`config.mk`:
```
export PLATFORM = sky130hd
export DESIGN_NAME = traffic_light_multi
export DESIGN_NICKNAME = d
export VERILOG_FILES = /design/src/rtl/traffic_light_multi.sv
export SDC_FILE = /design/constraint.sdc
export NUM_CORES = 1
export LEC_CHECK = 0
export BUFFER_PORTS_ARGS = -buffer_cell sky130_fd_sc_hd__buf_2
export CAP_MARGIN = 10
export CORE_MARGIN = 4
export CORE_UTILIZATION = 50
export DETAILED_ROUTE_END_ITERATION = 10
export GPL_TIMING_DRIVEN = 1
export MAX_ROUTING_LAYER = met4
export PLACE_DENSITY = 0.69
export SLEW_MARGIN = 20
export SYNTH_ARGS = -nofsm -noshare
export SYNTH_HDL_FRONTEND = slang
export SYNTH_SLANG_ARGS = --single-unit
```
`constraint.sdc`:
```
create_clock -name clk -period 4.27 [get_ports clk]
set_clock_uncertainty 0.15 [all_clocks]
set_input_delay 0.6405 -clock clk [delete_from_list [all_inputs] [get_ports clk]]
set_output_delay 0.6405 -clock clk [all_outputs]
set_load 0.01 [all_outputs]
```
`src/rtl/traffic_light_multi.sv`:
```
// N-approach intersection controller: round-robin green over approaches with latched demand,
// gap-out / max-out green extension, yellow and all-red clearance, all paced by the EN tick.
module traffic_light_multi #(
   parameter int NUM_DIR     = 4,
   parameter int CNT_W       = 8,
   parameter int T_MIN_GREEN = 20,
   parameter int T_MAX_GREEN = 60,
   parameter int T_YELLOW    = 5,
   parameter int T_ALLRED    = 2
) (
   input  logic                       clk,
   input  logic                       R,
   input  logic                       EN,
   input  logic [NUM_DIR-1:0]         C,
   output logic [NUM_DIR-1:0]         RED,
   output logic [NUM_DIR-1:0]         GRN,
   output logic [NUM_DIR-1:0]         YEL,
   output logic [$clog2(NUM_DIR)-1:0] PHASE
);

   localparam int PW = $clog2(NUM_DIR);

   localparam logic [CNT_W-1:0] MIN_LAST    = CNT_W'(T_MIN_GREEN - 1);
   localparam logic [CNT_W-1:0] MAX_LAST    = CNT_W'(T_MAX_GREEN - 1);
   localparam logic [CNT_W-1:0] YEL_LAST    = CNT_W'(T_YELLOW - 1);
   localparam logic [CNT_W-1:0] ALLRED_LAST = CNT_W'(T_ALLRED - 1);
   localparam logic [CNT_W-1:0] TIMER_MAX   = '1;

   typedef enum logic [1:0] {
      ST_ALLRED = 2'd0,
      ST_GREEN  = 2'd1,
      ST_YELLOW = 2'd2
   } state_t;

   state_t             state_reg;
   logic [CNT_W-1:0]   timer_reg;
   logic [PW-1:0]      phase_reg;
   logic [PW-1:0]      nxt_reg;
   logic [NUM_DIR-1:0] dem_reg;
   logic [NUM_DIR-1:0] dem_next;

   logic [NUM_DIR-1:0] sel_phase;
   logic [CNT_W-1:0]   timer_inc;
   logic               other;
   logic               car_here;
   logic               enter_green;
   logic               green_exit;
   logic [PW-1:0]      nxt_pick;
   logic [NUM_DIR-1:0] grn_lamp;
   logic [NUM_DIR-1:0] yel_lamp;

   always_comb begin
      sel_phase   = NUM_DIR'(1) << phase_reg;
      timer_inc   = (timer_reg == TIMER_MAX) ? timer_reg : timer_reg + CNT_W'(1);
      other       = |(dem_reg & ~sel_phase);
      car_here    = |(C & sel_phase);
      enter_green = EN && (state_reg == ST_ALLRED) && (timer_reg == ALLRED_LAST);
      green_exit  = EN && (state_reg == ST_GREEN) && (timer_reg >= MIN_LAST) && other &&
                    (!car_here || (timer_reg >= MAX_LAST));
      grn_lamp    = (state_reg == ST_GREEN)  ? sel_phase : '0;
      yel_lamp    = (state_reg == ST_YELLOW) ? sel_phase : '0;
   end

   // Scan downwards so the nearest demanded approach after the current one wins.
   always_comb begin
      nxt_pick = phase_reg;
      for (int k = NUM_DIR - 1; k >= 1; k--) begin
         if (dem_reg[(int'(phase_reg) + k) % NUM_DIR]) begin
            nxt_pick = PW'((int'(phase_reg) + k) % NUM_DIR);
         end
      end
   end

   // The serving approach ignores its own sensor; entering green for an approach clears it.
   generate
      for (genvar gi = 0; gi < NUM_DIR; gi++) begin : g_dem
         assign dem_next[gi] =
            (dem_reg[gi] | (C[gi] & ~((state_reg == ST_GREEN) && (phase_reg == PW'(gi)))))
            & ~(enter_green && (nxt_reg == PW'(gi)));
      end
   endgenerate

   always_ff @(posedge clk) begin
      if (R) begin
         state_reg <= ST_ALLRED;
         timer_reg <= '0;
         phase_reg <= '0;
         nxt_reg   <= '0;
         dem_reg   <= '0;
         RED       <= '1;
         GRN       <= '0;
         YEL       <= '0;
      end else begin
         dem_reg <= dem_next;
         GRN     <= grn_lamp;
         YEL     <= yel_lamp;
         RED     <= ~(grn_lamp | yel_lamp);
         if (EN) begin
            case (state_reg)
               ST_ALLRED: begin
                  if (timer_reg == ALLRED_LAST) begin
                     state_reg <= ST_GREEN;
                     timer_reg <= '0;
                     phase_reg <= nxt_reg;
                  end else begin
                     timer_reg <= timer_inc;
                  end
               end
               ST_GREEN: begin
                  if (green_exit) begin
                     state_reg <= ST_YELLOW;
                     timer_reg <= '0;
                     nxt_reg   <= nxt_pick;
                  end else begin
                     timer_reg <= timer_inc;
                  end
               end
               ST_YELLOW: begin
                  if (timer_reg == YEL_LAST) begin
                     state_reg <= ST_ALLRED;
                     timer_reg <= '0;
                  end else begin
                     timer_reg <= timer_inc;
                  end
               end
               default: begin
                  state_reg <= ST_ALLRED;
                  timer_reg <= '0;
               end
            endcase
         end
      end
   end

   assign PHASE = phase_reg;

endmodule

```
==> reports/results.ini, run 1 <==
[worst_setup_path]
cp.arrival_ns=2.50
cpMaxStageDelayCell=or4b_1
path_max_fanout=6
start_kind=flip-flop
crit_path_end_kind=flip-flop
critical_path_class=reg -> reg
critPathMaxStageDelay_ns=0.48
cp.depth=6
worst-path-buf-inv=0
required_ns=4.39
reg2reg_depth=6
cp_top_family=simple AND/OR/NAND/NOR gates
path_cells=ha_1 > or3b_4 > a2111oi_4 > nor2_2 > or4b_1 > a21oi_1

[route]
drtPass1Iterations=4
drc_errors=0
ant_nets=0
wl_per_cell_um=13.92
num_vias=1421
drt-total-wl_mm=3.493
vias_per_cell=5.661
drt_first_iter_violations=95

[outcome]
status=finished, final reports clean

[logic_synthesis]
synth_top_family_by_area=simple AND/OR/NAND/NOR gates
muxShareOfSynthArea_pct=5.181
synth_simple_gate_area_share_pct=25.27
synth_area_per_cell_um2=8.479
synth.distinct_cells=44
synthFlopType=dfxtp_1
yosys.area_share.adder_pct=5.495
synth_xor_xnor_area_share_pct=0
synth_compound_area_share_pct=21.35
ys_seq_area_share_pct=37.68
synth_fp_nets=202
synthArstFlopShare_pct=0
syn_area_mm2=0.001594
yosys_warnings=0
synth-seq-cells=30
synth_edf_count=0
netlist_instances=188

[place]
portBuffers=20
dp.cells=243
dp_hpwl_mm=2.653
gp_congestion=0.8811
place_ws_ns=1.910

[clock_tree]
cts_buffers=5
path_clk_slew_ns=0.09
h-tree-depth=2
ctsLongestPathBuffers=2
cts_resized=0
cts_sinks=30
postCtsSetupBuffers=0
cts-hold-fix-buffers=0
clock-root-buffer=clkbuf_4
insertion_delay_ns=0.33
cts_tree=built

[global_route]
busiest_layer=met2
met2_usage_pct=28.09
met3_usage_pct=5.546
grt_max_degree=19
antenna_found_initial=0
grt_pass1_wl_mm=5.816
grt_overflow=0
grt_pass1_vias=1301
grtUsageMet1_pct=22.69
track_usage_pct=18.33

[sta]
min_period_ns=2.378
tns_ns=0
maxSlewViolCount=0
worst_pin_slew_ns=0.6448
period_share_pct=55.69
rsz0062_at_grt=no
setup_violations=0
slew_headroom_pct=56.93
hold_violations=0
fmax_mhz=420.5
final.setup.worst_slack_ns=1.892
hold-worst-slack_ns=0.3793

[job]
drv_cap=0

[finish]
antenna_cells=0
area_growth_pct=11.30
fillers=298
nets=220
final_core_util_pct=58.11
drive_above_1_share_pct=17.39
fin_cells=251
largest_reg_flops=8

[floorplan]
start_util_pct=52.21
dieArea_mm2=0.004155
die_x_um=64.46
die_h_um=64.46
core_mm2=0.003053
rows=20
io_pins=21

[power_and_ir_drop]
power_density_mw_per_mm2=299.1
leakage_uw=0.0006868
max-vdd-ir-drop_mv=0.1795

[worst_hold_path]
worstHoldPathType=reg -> reg
holdPathStages=1

## cells by family after synthesis
logic type / Yosys count
muxes: 8
buffers and inverters: 20
AOI/OAI and AO/OA: 45
and+or+nand+nor: 78
adders and majority gates: 7
DFF: 30
## final cells by class
| class | count | area [um^2] | area share, % |
|---|---|---|---|
| Tap cell | 44 | 55.05 | 3.103 |
| Inverter | 11 | 41.29 | 2.327 |
| Clock buffer | 6 | 51.30 | 2.891 |
| Timing Repair Buffer | 20 | 100.1 | 5.642 |
| Multi-Input combinational cell | 138 | 913.4 | 51.48 |
| Clock inverter | 2 | 12.51 | 0.7052 |
| Sequential cell | 30 | 600.6 | 33.85 |
## per-layer routing
layer  wire [um]  up-vias
met1        1630      659
li1            -      714
met5           0        -
met3         202        9
met2        1600       39
met4          59        0
## cell usage after synthesis (3+ instances only)
cell	instances	area share (%)
nand3_1	5	1.6
dfxtp_1	30	38
nand2b_1	4	1.6
nor3_1	3	0.94
o2111ai_1	4	2.2
nand2_1	19	4.5
buf_2	4	1.3
a21oi_1	6	1.9
a211oi_1	7	3.3
nand4b_1	3	1.6
nor2_1	20	4.7
and3_1	5	2.0
and2_1	4	1.6
clkbuf_1	5	1.2
mux2i_1	6	3.8
o21ai_0	9	2.8
ha_1	7	5.5
inv_1	11	2.6
nand4_1	4	1.6
## power by group
group | switching, uW | total, uW | internal (uW)
sequential | 11.3 | 297 | 286
clock | 99.5 | 179 | 79.0
combinational | 29.9 | 54.8 | 24.9
total | 141 | 531 | 390
## through the flow
step           total power [uW]  area, um^2
2_1_floorplan             342.4        1594
3_3_place_gp              357.0        1710
3_5_place_dp              358.4        1710
4_1_cts                   535.4        1774
5_1_grt                   557.4        1774
6_report                  530.7        1774
## placed cells by master (no fill, tap or decap), types with 6 or more instances in the layout
cell | Yosys | final
o21ai_0 | 9 | 9
buf_2 | 4 | 20
dfxtp_1 | 30 | 30
a21oi_1 | 6 | 6
nand2_1 | 19 | 19
inv_1 | 11 | 11
nor2_1 | 20 | 20
ha_1 | 7 | 7
a211oi_1 | 7 | 7
mux2i_1 | 6 | 6
## worst paths after layout
path	from	endpoint	slack, ns
worst max-delay path	timer_reg[0]$_SDFFE_PP0P_	state_reg[0]$_SDFFE_PP0P_	1.89
worst min-delay path	timer_reg[1]$_SDFFE_PP0P_	timer_reg[1]$_SDFFE_PP0P_	0.38
worst max register to register	timer_reg[0]$_SDFFE_PP0P_	state_reg[0]$_SDFFE_PP0P_	1.89
worst min register to register	timer_reg[1]$_SDFFE_PP0P_	timer_reg[1]$_SDFFE_PP0P_	0.38
Note: power is estimated with default switching activity, not from simulation.
==> inputs of run 2 (changes only) <==
--- a/config.mk
+++ b/config.mk
@@ -5,6 +5,7 @@
 export SDC_FILE = /design/constraint.sdc
 export NUM_CORES = 1
 export LEC_CHECK = 0
+export ABC_AREA = 1
 export BUFFER_PORTS_ARGS = -buffer_cell sky130_fd_sc_hd__buf_2
 export CAP_MARGIN = 10
 export CORE_MARGIN = 4
==> constraint.sdc (replaced) <==
create_clock -name clk -period 2.43 [get_ports clk]
set_clock_uncertainty 0.15 [all_clocks]
set_input_delay 0.3645 -clock clk [delete_from_list [all_inputs] [get_ports clk]]
set_output_delay 0.3645 -clock clk [all_outputs]
set_load 0.01 [all_outputs]
==> run 2 against run 1 <==
Against the previous run:
- non-clock buffer count did not move
- global-route usage grew 0.44 points
- wire length decreased by 4.0%
- register-to-register slack got worse by 1.5 ns
- final cell count rose by 18%
- flip-flop and latch count unchanged
- power is 78% higher
- largest power group unchanged
- highest routed layer unchanged
==> reports/results.ini, run 2 <==
[place]
dp_hpwl_mm=2.529  ; -4.7%
gp_congestion=0.9416  ; +6.9%
portBuffers=20  ; unchanged
place_ws_ns=0.3797  ; -1.530 ns

[route]
met1_length_mm=1.688  ; +3.6%
drc_errors=0  ; unchanged
vias_per_cell=5.031  ; -11%
drtPass1Iterations=4  ; unchanged
wl_per_cell_um=11.37  ; -18%
num_vias=1484  ; +4.4%
drt_first_iter_violations=142  ; +49%
ant_nets=0  ; unchanged
wl_met3_um=170  ; -16%
top_layer=met4
routed-wl-met2_mm=1.438  ; -10%
drt-total-wl_mm=3.353  ; -4.0%

[power_and_ir_drop]
power_uw=944.8  ; +78%
power_density_mw_per_mm2=528.0  ; +77%
max-vdd-ir-drop_mv=0.2937  ; +64%
leakage_uw=0.0007836  ; +14%

[logic_synthesis]
yosys.area.top_type=dfxtp_1
synth.distinct_cells=28  ; -36%
synth.top_cells.by_count=54 x nand2_1, 30 x dfxtp_1, 27 x inv_1, 27 x nor2_1, 20 x a21oi_1
synthArstFlopShare_pct=0  ; unchanged
yosys_warnings=0  ; unchanged
synth-seq-cells=30  ; unchanged
synth_edf_count=0  ; unchanged
synth_area_per_cell_um2=7.022  ; -17%
synth.area.top_cells=dfxtp_1 38%, nand2_1 13%, inv_1 6.4%, nor2_1 6.4%, a21oi_1 6.3%
synthFlopType=dfxtp_1
synth_fp_nets=241  ; +19%
syn_area_mm2=0.001594  ; unchanged
synth_top_area_share_pct=37.68  ; unchanged
ys_seq_area_share_pct=37.68  ; unchanged
netlist_instances=227  ; +21%
synth.most_common_cell=nand2_1

[floorplan]
dieArea_mm2=0.004155  ; unchanged
die_h_um=64.46  ; unchanged
rows=20  ; unchanged
io_pins=21  ; unchanged
die_x_um=64.46  ; unchanged
core_mm2=0.003053  ; unchanged
start_util_pct=52.21  ; unchanged

[worst_setup_path]
path_cells=inv_1 > ha_1 > inv_1 > nand2_1 > nand2_1 > nor2_1 > nor2_1 > nand3_2 > nand2_2 > nand2_4 > nand3_1 > a21oi_2
rr_endpoint=timer_reg[3]$_SDFFE_PP0P_
r2r-start=PHASE[0]$_SDFFE_PP0P_
cp.arrival_ns=2.14  ; -0.36 ns
reg2reg_setup_slack_ns=0.35  ; -1.54 ns
critPathMaxStageDelay_ns=0.54  ; +0.06 ns
critical_path_class=reg -> reg
reg2reg_depth=12  ; +6
cpMaxStageDelayCell=dfxtp_1
required_ns=2.50  ; -1.89 ns
crit_start=PHASE[0]$_SDFFE_PP0P_
start_kind=flip-flop
crit_end=timer_reg[3]$_SDFFE_PP0P_
path_max_fanout=12  ; +6
crit_path_end_kind=flip-flop

[sta]
final.setup.worst_slack_ns=0.3530  ; -1.539 ns
setup_violations=0  ; unchanged
period_share_pct=85.47  ; +30 points
rsz0062_at_grt=no
slew_headroom_pct=71.57  ; +15 points
min_period_ns=2.077  ; -0.3011 ns
worst_pin_slew_ns=0.4265  ; -0.2183 ns
maxSlewViolCount=0  ; unchanged
hold-worst-slack_ns=0.2287  ; -0.1505 ns
hold_violations=0  ; unchanged
fmax_mhz=481.5  ; +14%
tns_ns=0  ; unchanged

[global_route]
track_usage_pct=18.77  ; +0.44 points
grt_overflow=0  ; unchanged
grt_pass1_wl_mm=5.947  ; +2.3%
grt_max_degree=24  ; +5
antenna_found_initial=0  ; unchanged
grt_pass1_vias=1353  ; +4.0%

[clock_tree]
postCtsSetupBuffers=0  ; unchanged
cts_resized=0  ; unchanged
cts_tree=built
path_clk_slew_ns=0.10  ; about the same
cts_sinks=30  ; unchanged
ctsLongestPathBuffers=2  ; unchanged
insertion_delay_ns=0.33  ; about the same
h-tree-depth=2  ; unchanged
clock-root-buffer=clkbuf_4
cts-hold-fix-buffers=0  ; unchanged
cts_buffers=5  ; unchanged

[finish]
antenna_cells=0  ; unchanged
drive_above_1_share_pct=17.53  ; +0.14 points
fillers=306  ; +2.7%
nets=264  ; +20%
layout_common_cells=54 x nand2_1, 30 x dfxtp_1, 27 x inv_1, 27 x nor2_1
layout_commonest_cell=nand2_1
largest_reg_flops=8  ; unchanged
area_growth_pct=12.25

[outcome]
status=finished, final reports clean

[job]
drv_cap=0  ; unchanged

[worst_hold_path]
worstHoldPathType=in -> reg

==> run 2: cell count changes after synthesis, moves of 5 or more <==
cell     previous run  this run
inv_1              11        27
a21oi_1             6        20
nand3_1             5        14
mux2i_1             6         0
and3_1              5         0
nand2_1            19        54
nor2_1             20        27
==> run 2: metal layers <==
layer / vias to the layer above / GRT usage [%]
met5: - / -
met4: 0 / 8.971
met3: 5 / 4.853
met2: 38 / 27.45
met1: 656 / 24.19
li1: 785 / -
==> run 2: logic make-up after synthesis <==
kind of cell / after synthesis / synth area share, %
simple gates: 115 / 33.28
compound gates: 38 / 13.66
buf+inv: 35 / 8.791
flops: 30 / 37.68
fa+ha+maj: 7 / 5.494
xor+xnor: 2 / 1.099
==> run 2: report_power, final <==
group / leakage (uW) / switching (uW) / internal [uW]
Combinational: 0.000506 / 75.6 / 38.8
Sequential: 0.000244 / 11.7 / 504
Clock: 0.0000343 / 176 / 139
Total: 0.000784 / 263 / 682
==> run 2: worst min-delay path by stage <==
stage	cells after the start	endpoint	startpoint	slack [ns]
after floorplan	1	YEL[1]$_SDFF_PP0_	R	0.30
after global placement	2	dem_reg[0]$_SDFF_PP0_	nxt_reg[0]$_SDFFE_PP0P_	0.33
after detailed placement	2	dem_reg[0]$_SDFF_PP0_	nxt_reg[0]$_SDFFE_PP0P_	0.33
after CTS	3	timer_reg[3]$_SDFFE_PP0P_	EN	0.20
after global routing	3	timer_reg[3]$_SDFFE_PP0P_	EN	0.22
final	3	timer_reg[3]$_SDFFE_PP0P_	EN	0.23
==> run 2: metrics by stage <==
step / cells / util (%) / cell area, um^2
final: 295 / 58.61 / 1789
after global routing: 295 / 58.61 / 1789
after floorplan: 227 / - / 1594
after global placement: 287 / 56.52 / 1725
after CTS: 295 / 58.61 / 1789
after detailed placement: 287 / 56.52 / 1725
==> run 2: area by class of cell <==
cell class | count | area [um^2] | share of cell area, %
well taps | 44 | 55.05 | 3.077
flip-flops and latches | 30 | 600.6 | 33.57
multi-input cells | 162 | 853.3 | 47.69
clock inverters | 2 | 12.51 | 0.6993
clock buffers | 6 | 51.30 | 2.867
repair buffers | 20 | 100.1 | 5.594
inverters | 31 | 116.4 | 6.504
==> run 2: critical path, delay by kind of cell, from the launching register on <==
family	cells	cell delay [ns]
AND/OR/NAND/NOR	8	0.68
flip-flops	1	0.54
adder cells (fa/ha/maj)	1	0.27
buffers and inverters	2	0.26
AO/OA/AOI/OAI	1	0.05
==> inputs of run 3 (changes only) <==
--- a/config.mk
+++ b/config.mk
@@ -6,14 +6,14 @@
 export NUM_CORES = 1
 export LEC_CHECK = 0
 export ABC_AREA = 1
-export BUFFER_PORTS_ARGS = -buffer_cell sky130_fd_sc_hd__buf_2
 export CAP_MARGIN = 10
 export CORE_MARGIN = 4
 export CORE_UTILIZATION = 50
 export DETAILED_ROUTE_END_ITERATION = 10
+export DONT_BUFFER_PORTS = 1
 export GPL_TIMING_DRIVEN = 1
 export MAX_ROUTING_LAYER = met4
-export PLACE_DENSITY = 0.69
+export PLACE_DENSITY = 0.66
 export SLEW_MARGIN = 20
 export SYNTH_ARGS = -nofsm -noshare
 export SYNTH_HDL_FRONTEND = slang
==> constraint.sdc (replaced) <==
create_clock -name clk -period 1.78 [get_ports clk]
set_clock_uncertainty 0.15 [all_clocks]
set_input_delay 0.267 -clock clk [delete_from_list [all_inputs] [get_ports clk]]
set_output_delay 0.267 -clock clk [all_outputs]
set_load 0.01 [all_outputs]
==> run 3 against run 2 <==
Against the previous run:
- the run now ends with hold timing left
- wire length rose by 7.3%
- clock power rose by 40%
- non-clock buffer count fell by 4
- clock-buffer cell count did not move
- register-to-register slack got worse by 0.35 ns
- combinational power rose by 37%
- first-iteration DRC count fell by 50%
- worst hold slack got worse by 0.41 ns
- flip-flop and latch count did not move
- via count rose by 1.0%
- cell area rose by 8.7%
- sequential power rose by 37%
- critical endpoint is now RED[3]$_SDFF_PP1_
==> reports/results.ini, run 3 (synthesis results as in run 2) <==
[outcome]
status=complete, but fails checks
violations=hold timing

[route]
drtPass1Iterations=4  ; unchanged
ant_nets=0  ; unchanged
drt-total-wl_mm=3.598  ; +7.3%
drc_errors=0  ; unchanged
wl_per_cell_um=12.36  ; +8.8%
drt_first_iter_violations=71  ; -50%
num_vias=1499  ; +1.0%
vias_per_cell=5.151  ; +2.4%

[job]
drv_cap=0  ; unchanged

[global_route]
grt_max_degree=24  ; unchanged
grtUsageMet1_pct=22.20  ; -2.0 points
grt_pass1_vias=1340  ; -0.96%
antenna_found_initial=0  ; unchanged
busiest_layer=met2
met3_usage_pct=6.066  ; +1.2 points
grt_pass1_wl_mm=5.878  ; -1.2%
met2_usage_pct=29.12  ; +1.7 points
grt_overflow=0  ; unchanged
track_usage_pct=18.57  ; -0.20 points

[floorplan]
start_util_pct=52.21  ; unchanged
dieArea_mm2=0.004155  ; unchanged
rows=20  ; unchanged
die_x_um=64.46  ; unchanged
die_h_um=64.46  ; unchanged
io_pins=21  ; unchanged
core_mm2=0.003053  ; unchanged

[worst_setup_path]
rr_endpoint=RED[3]$_SDFF_PP1_
path_max_fanout=4  ; -8
required_ns=1.86  ; -0.64 ns
reg2reg_depth=6  ; -6
crit_path_end_kind=flip-flop
critPathMaxStageDelay_ns=0.59  ; +0.05 ns
cpMaxStageDelayCell=dlygate4sd3_1
start_kind=flip-flop
critical_path_class=reg -> reg
r2r-start=state_reg[1]$_SDFFE_PP0P_
path_cells=inv_1 > nor2_1 > inv_1 > nor3_1 > dlygate4sd3_1 > nor2_1
reg2reg_setup_slack_ns=0.002  ; -0.35 ns
cp.arrival_ns=1.86  ; -0.28 ns

[finish]
drive_above_1_share_pct=23.48  ; +6.0 points
layout_commonest_cell=nand2_1
layout_common_cells=51 x nand2_1, 25 x nor2_1, 24 x dfxtp_1
antenna_cells=0  ; unchanged
fin_cells=291  ; -1.4%
area_growth_pct=21.98
largest_reg_flops=8  ; unchanged
nets=260  ; -1.5%

[clock_tree]
h-tree-depth=2  ; unchanged
cts_sinks=30  ; unchanged
path_clk_slew_ns=0.10  ; about the same
cts-hold-fix-buffers=8  ; +8
insertion_delay_ns=0.34  ; about the same
ctsLongestPathBuffers=2  ; unchanged
clock-root-buffer=clkbuf_4
cts_buffers=5  ; unchanged
cts_tree=built

[power_and_ir_drop]
max-vdd-ir-drop_mv=0.4641  ; +58%
seq_power_share_pct=54.3  ; -0.3 points
p_sw_uw=368.1  ; +40%
leakage_uw=0.0007909  ; +0.93%
power.share.clock_pct=33.7  ; +0.4 points
power_density_mw_per_mm2=671.5  ; +27%
p_comb_share_pct=12.0  ; about the same
power_uw=1306  ; +38%
swShare_pct=28.19  ; +0.36 points
power.internal_uw=937.5  ; +38%

[place]
place_ws_ns=-0.03400  ; -0.4137 ns
dp_hpwl_mm=2.735  ; +8.1%
portBuffers=0  ; -100%
gp_congestion=0.8486  ; -9.9%
dp.cells=272  ; -5.2%

[sta]
final.setup.worst_slack_ns=0.001626  ; -0.3514 ns
fmax_mhz=562.3  ; +17%
worst_pin_slew_ns=0.2682  ; -0.1583 ns
hold_violations=21  ; +21
hold-worst-slack_ns=-0.1784  ; -0.4071 ns
min_period_ns=1.778  ; -0.2986 ns
setup_violations=0  ; unchanged
maxSlewViolCount=0  ; unchanged
rsz0062_at_grt=yes
slew_headroom_pct=81.93  ; +10 points
period_share_pct=99.91  ; +14 points

[worst_hold_path]
min_from=R
worstHoldEndpoint=timer_reg[3]$_SDFFE_PP0P_
worstHoldPathType=in -> reg
holdPathStages=1  ; -2

-- run 3: cell types whose count changed in the layout (fill, tap and decap cells not counted), sizes merged --
cell	change
buf	-11
dlygate4sd3	+7
-- run 3: per-stage QoR --
step,setup TNS [ns],cell area (um^2),utilization [%]
floorplan,0,1604,-
detailed placement,-0.1005,1667,54.59
global route,-1.133,1944,63.69
finish,0,1944,63.69
global placement,0,1667,54.59
CTS,0,1817,59.51
-- run 3: critical path, delay by kind of cell (launching register included) --
| family | cells | cell delay (ns) |
|---|---|---|
| buf+inv | 3 | 0.78 |
| flops | 1 | 0.40 |
| simple gates | 3 | 0.36 |
-- run 3: cell type report --
cell class                      instances  area, um^2
Timing Repair Buffer                   16       145.1
Clock inverter                          2       12.51
Tap cell                               44       55.05
Sequential cell                        30       610.6
Fill cell                             282        1109
Inverter                               31       121.4
Clock buffer                            6       51.30
Multi-Input combinational cell        162       948.4
-- run 3: worst max-delay path by stage --
stage | start | to
2_1_floorplan | PHASE[0]$_SDFFE_PP0P_ | timer_reg[3]$_SDFFE_PP0P_
3_3_place_gp | PHASE[1]$_SDFFE_PP0P_ | timer_reg[1]$_SDFFE_PP0P_
3_5_place_dp | PHASE[1]$_SDFFE_PP0P_ | timer_reg[1]$_SDFFE_PP0P_
4_1_cts | timer_reg[0]$_SDFFE_PP0P_ | timer_reg[1]$_SDFFE_PP0P_
5_1_grt | PHASE[1]$_SDFFE_PP0P_ | state_reg[0]$_SDFFE_PP0P_
6_report | state_reg[1]$_SDFFE_PP0P_ | RED[3]$_SDFF_PP1_
-- run 3: repair_timing --
item,4_1_cts,5_1_grt
pin swaps,2,11
hold endpoints to repair,29,21
buffers inserted,0,4
resized for setup,2,34
setup endpoints to repair,10,21
-- run 3: per-layer routing --
metal	vias to the layer above	wire, um
met2	23	1665
met5	-	0
li1	775	-
met1	693	1714
met4	0	67
met3	8	150
-- run 3: power by group through the flow --
stage                     clock network, uW  registers [uW]  logic [uW]
after global placement                    0             721         133
after CTS                               446             706         147
after detailed placement                  0             722         135
after global routing                    481             711         178
after floorplan                           0             715         115
final                                   441             709         156
